[config.mk]
export PLATFORM = sky130hd
export DESIGN_NAME = voq_out_module
export DESIGN_NICKNAME = d
export VERILOG_FILES = /design/src/rtl/voq_out_module_pkg.sv /design/src/rtl/voq_out_fifo.sv /design/src/rtl/voq_out_module.sv
export SDC_FILE = /design/constraint.sdc
export NUM_CORES = 1
export LEC_CHECK = 0
export CAP_MARGIN = 30
export CORE_MARGIN = 10
export CORE_UTILIZATION = 39
export CTS_CLUSTER_SIZE = 16
export DETAILED_ROUTE_END_ITERATION = 10
export GPL_TIMING_DRIVEN = 0
export PLACE_DENSITY_LB_ADDON = 0.2
export SLEW_MARGIN = 5
export SYNTH_ARGS = -nofsm -noshare
export SYNTH_HDL_FRONTEND = slang
export SYNTH_SLANG_ARGS = --single-unit
export TNS_END_PERCENT = 30
[constraint.sdc]
create_clock -name clk -period 3.8 [get_ports clk]
set_input_delay 0.38 -clock clk [delete_from_list [all_inputs] [get_ports clk]]
set_output_delay 0.38 -clock clk [all_outputs]
set_load 0.01 [all_outputs]
[src/rtl/voq_out_module_pkg.sv]
// Shared widths and types for the VOQ egress module and its payload FIFO.
package voq_out_module_pkg;

    localparam int unsigned PORT_NUB_TOTAL  = 4;
    localparam int unsigned DATA_WIDTH      = 8;
    localparam int unsigned DATA_LENGTH_MAX = 16;

    localparam int unsigned PORT_NUB     = PORT_NUB_TOTAL;
    localparam int unsigned WIDTH_SEL    = $clog2(PORT_NUB);
    localparam int unsigned WIDTH_PORT   = WIDTH_SEL + DATA_WIDTH;
    localparam int unsigned WIDTH_LENGTH = $clog2(DATA_LENGTH_MAX);

    // Frame FSM: header expected, payload streaming, release cycle.
    typedef enum logic [1:0] {
        ST_IDLE = 2'd0,
        ST_BODY = 2'd1,
        ST_DONE = 2'd2
    } state_t;

    // One FIFO entry: framing flags plus payload word.
    typedef struct packed {
        logic                  sop;
        logic                  eop;
        logic [DATA_WIDTH-1:0] data;
    } fifo_word_t;

endpackage

[src/rtl/voq_out_fifo.sv]
// Synchronous show-ahead FIFO; head word is visible on dout while not empty.
module voq_out_fifo #(
    parameter int unsigned WIDTH = 10,
    parameter int unsigned DEPTH = 4
) (
    input  logic             clk,
    input  logic             rst_n,
    input  logic             push,
    input  logic             pop,
    input  logic [WIDTH-1:0] din,
    output logic [WIDTH-1:0] dout,
    output logic             full,
    output logic             empty
);

    localparam int unsigned AW = $clog2(DEPTH);

    logic [WIDTH-1:0] mem [DEPTH];
    logic [AW:0]      wr_ptr;
    logic [AW:0]      rd_ptr;
    logic             do_push;
    logic             do_pop;

    assign do_push = push && !full;
    assign do_pop  = pop && !empty;

    // Pointers carry one extra wrap bit to tell full from empty.
    always_ff @(posedge clk or negedge rst_n) begin
        if (!rst_n) begin
            wr_ptr <= '0;
            rd_ptr <= '0;
        end else begin
            if (do_push) wr_ptr <= wr_ptr + (AW+1)'(1);
            if (do_pop)  rd_ptr <= rd_ptr + (AW+1)'(1);
        end
    end

    // Storage write; contents need no reset since reads are gated by empty.
    always_ff @(posedge clk) begin
        if (do_push) mem[wr_ptr[AW-1:0]] <= din;
    end

    assign empty = (wr_ptr == rd_ptr);
    assign full  = (wr_ptr[AW] != rd_ptr[AW]) && (wr_ptr[AW-1:0] == rd_ptr[AW-1:0]);
    assign dout  = empty ? '0 : mem[rd_ptr[AW-1:0]];

endmodule

[src/rtl/voq_out_module.sv]
// Egress port: strips the frame header, buffers payload and pulses a release to the source.
module voq_out_module
    import voq_out_module_pkg::*;
#(
    parameter int unsigned NUB        = 0,
    parameter int unsigned FIFO_DEPTH = 4
) (
    input  logic                  clk,
    input  logic                  rst_n,
    input  logic                  mem_valid_in,
    input  logic [WIDTH_PORT-1:0] mem_data_in,
    output logic                  mem_ready_out,
    input  logic                  port_ready_in,
    output logic                  port_valid_out,
    output logic [DATA_WIDTH-1:0] port_data_out,
    output logic                  port_sop_out,
    output logic                  port_eop_out,
    output logic [PORT_NUB-1:0]   done_out,
    output logic                  err_out
);

    if (NUB >= PORT_NUB) begin : g_nub_check
        $error("voq_out_module: NUB must be below PORT_NUB");
    end

    state_t                  state;
    state_t                  state_next;
    logic [WIDTH_SEL-1:0]    src;
    logic [WIDTH_LENGTH-1:0] rem;
    logic                    first;

    logic                    accept;
    logic                    last;
    logic                    src_valid;
    logic [WIDTH_SEL-1:0]    hdr_sel;
    logic [DATA_WIDTH-1:0]   word;
    logic                    push;
    logic                    pop;
    logic                    fifo_full;
    logic                    fifo_empty;
    fifo_word_t              fifo_din;
    fifo_word_t              fifo_dout;
    logic                    unused_hdr_bits;

    assign hdr_sel         = mem_data_in[WIDTH_PORT-1 -: WIDTH_SEL];
    assign word            = mem_data_in[DATA_WIDTH-1:0];
    assign unused_hdr_bits = ^word[DATA_WIDTH-1:WIDTH_LENGTH];
    assign accept          = mem_valid_in && mem_ready_out;
    assign last            = (rem == '0);
    assign src_valid       = 32'(src) < PORT_NUB;

    assign push     = accept && (state == ST_BODY);
    assign fifo_din = '{sop: first, eop: last, data: word};
    assign pop      = port_valid_out && port_ready_in;

    // State register.
    always_ff @(posedge clk or negedge rst_n) begin
        if (!rst_n) state <= ST_IDLE;
        else        state <= state_next;
    end

    // Next-state: header -> payload until eop -> single release cycle.
    always_comb begin
        state_next = state;
        case (state)
            ST_IDLE: if (accept) state_next = ST_BODY;
            ST_BODY: if (accept && last) state_next = ST_DONE;
            ST_DONE: state_next = ST_IDLE;
            default: state_next = ST_IDLE;
        endcase
    end

    // Outputs decoded from registered state and FIFO occupancy only.
    always_comb begin
        mem_ready_out = (state != ST_DONE) && !fifo_full;
        done_out      = '0;
        err_out       = 1'b0;
        if (state == ST_DONE) begin
            if (src_valid) done_out[src] = 1'b1;
            else           err_out       = 1'b1;
        end
    end

    // Frame bookkeeping: source, remaining-word count and first-word flag.
    always_ff @(posedge clk or negedge rst_n) begin
        if (!rst_n) begin
            src   <= '0;
            rem   <= '0;
            first <= 1'b0;
        end else if (accept) begin
            if (state == ST_IDLE) begin
                src   <= hdr_sel;
                rem   <= word[WIDTH_LENGTH-1:0];
                first <= 1'b1;
            end else if (state == ST_BODY) begin
                first <= 1'b0;
                if (!last) rem <= rem - WIDTH_LENGTH'(1);
            end
        end
    end

    voq_out_fifo #(
        .WIDTH (DATA_WIDTH + 2),
        .DEPTH (FIFO_DEPTH)
    ) u_fifo (
        .clk   (clk),
        .rst_n (rst_n),
        .push  (push),
        .pop   (pop),
        .din   (fifo_din),
        .dout  (fifo_dout),
        .full  (fifo_full),
        .empty (fifo_empty)
    );

    assign port_valid_out = !fifo_empty;
    assign port_data_out  = fifo_dout.data;
    assign port_sop_out   = fifo_dout.sop;
    assign port_eop_out   = fifo_dout.eop;

endmodule
==> results.tsv <==
metric	value	unit
status	finished clean	
syn_nets	171	
clock_skew	0.00420	ns
drc	0	
htree_levels	2	
drv_cap	0	
rsz0062_at_grt	no	
holdPathStages	1	
drive_above_1_share	0.147	
syn_inst	150	
clockBufferDepth	2	
layout.nets	210	
rr_worst_depth	5	
cp_max_fo	10	
dp_hpwl	3.36	mm
crit_required	3.42	ns
grt_start_max_net_pins	17	
ys_types	36	
viasPerCell	5.09	
startpoint_type	flip-flop	
period_share	0.724	
hp-class	reg -> reg	
fmax	364	MHz
first_pass_iters	4	
slew_headroom	0.537	
hold_slack	0.495	ns
p_per_area	812	mW/mm²
clk_pin_slew_worst_paths	0.09	ns
io_pins	31	
synth_async_sr_flop_share	0.273	
rows	28	
synth_seq_cells	55	
tightest_slew	0.693	ns
p_leak	1.08	nW
syn_area_per_cell	16.0	µm²
synthesis.area	0.00240	mm²
seq_area_frac_synth	0.656	
instances_no_fill	265	
placement.io_buffers	29	
dieHeight	98.5	µm
cts-root-buf	clkbuf_8	
routed_wl	4.61	mm
core_area	0.00596	mm²
ys_warn_count	0	
setup-tns-final	0	ns
place_area	0.00280	mm²
post_cts_buffers	0	
ys.flop_type	edfxtp_1	
cp.arrival	2.37	ns
irDropWorstVdd	0.000391	V
setup_viol	0	
post_drt_wl_per_cell	17.4	µm
start_util	0.404	
gp_congestion	0.791	
synth_edf_count	40	
hold_viol	0	
num_vias	1350	
drtAntennaViolNets	0	
dp.cells	256	
die_area	0.00970	mm²
finalPower	2.37	mW
grt.total_usage	0.0961	
diodes	0	
drt_iter0_drc	47	
clock-sinks	55	
cts_resized	0	
path_class	reg -> out	
cts_tree	built	
overflow	0	
slew_viol_final	0	
grt_antenna_before_repair	0	
clk_latency	0.29	ns
grt_pass1_wl	7.53	mm
area_growth_syn_to_layout	21.3	%
die_w	98.5	µm
period_needed	2.75	ns
final_area	0.00292	mm²
numCtsBuffers	5	
grt_pass1_vias	1442	
postCtsHoldBufs	0	
endpoint_kind	output pin	
==> routing by layer <==
metal	GRT usage	wire, µm	vias to the layer above
li1	-	-	629
met1	0.116	2030	694
met2	0.159	2370	23
met3	0.0307	175	4
met4	0.0298	40	0
met5	0	0	-
==> layout make-up <==
| cell class | count | area [µm²] |
|---|---|---|
| fill | 518 | 3040 |
| timing repair buffer | 32 | 313 |
| buffer | 4 | 20.0 |
| sequential | 55 | 1580 |
| multi-input combinational | 81 | 769 |
| clock buffer | 7 | 76.3 |
| clock inverter | 1 | 30.0 |
| tap | 75 | 93.8 |
| inverter | 10 | 37.5 |
==> worst paths after layout <==
check	start	end	slack, ns
hold reg to reg	u_fifo.wr_ptr[2]	u_fifo.wr_ptr[2]	0.49
min in group asynchronous	rst_n	u_fifo.rd_ptr[2]	0.50
setup / recovery	u_fifo.rd_ptr[2]	port_eop_out	1.05
setup reg to reg	u_fifo.wr_ptr[0]	u_fifo.mem[2][0]	1.59
hold / removal	u_fifo.wr_ptr[2]	u_fifo.wr_ptr[2]	0.49
max in group asynchronous	rst_n	rem[0]	2.86
==> cells in the mapped netlist (all sizes together) (3+ instances only) <==
cell,n,area share
inv,10,0.016
xnor2,6,0.022
nor2,7,0.011
a31oi,3,0.014
and2,10,0.026
nor3b,3,0.0094
nand2,5,0.0078
mux4,10,0.094
a21oi,3,0.0062
dfrtp,15,0.16
mux2,4,0.020
edfxtp,40,0.50
ha,7,0.036
==> flip-flops by register name (all words and copies together), names as in the netlist <==
name / count
u_fifo.mem: 40
rem: 4
u_fifo.rd_ptr: 3
u_fifo.wr_ptr: 3
src: 2
state: 2
first: 1
==> per-stage QoR <==
| step | util | worst slack, ns |
|---|---|---|
| 2_1_floorplan | - | 1.89 |
| 3_3_place_gp | 0.468 | 1.21 |
| 3_5_place_dp | 0.471 | 1.19 |
| 4_1_cts | 0.488 | 0.958 |
| 5_1_grt | 0.490 | 0.859 |
| 6_report | 0.490 | 1.05 |
==> power breakdown <==
part | switching, mW | internal [mW] | total (mW)
clock network | 0.165 | 0.197 | 0.362
registers | 0.109 | 0.819 | 0.928
logic | 0.505 | 0.574 | 1.08
==> cell families after synthesis <==
| logic type | share of synthesized area |
|---|---|
| xor gates and xnor gates | 0.0255 |
| and+or+nand+nor | 0.0927 |
| other | 0.00156 |
| adders and majority gates | 0.0364 |
| DFF | 0.656 |
| AOI/OAI and AO/OA | 0.0416 |
| muxes | 0.122 |
| buffers and inverters | 0.0239 |
==> cells in the final DEF, fill, tap and decap left out, drive strengths merged, types with 2 or more instances in the layout <==
cell           count
inv               10
edfxtp            40
clkbuf             9
mux2i              2
nand2b             2
a21oi              3
dfrtp             15
clkdlybuf4s50     29
xnor2              6
o211ai             2
mux4              10
a31oi              3
buf                5
o21ai              2
and2              10
nand2              5
mux2               4
ha                 7
nor2               7
nor3b              3
nand3b             2
nor2b              2
==> worst max-delay path, stage by stage, from the launching register on <==
cell and delay [ns]:
dfrtp_1 0.41, xor2_1 0.31, nand3b_1 0.23, clkbuf_1 0.38
and2_1 0.20, clkdlybuf4s50_1 0.54
Power figures use the tool's default switching activity.
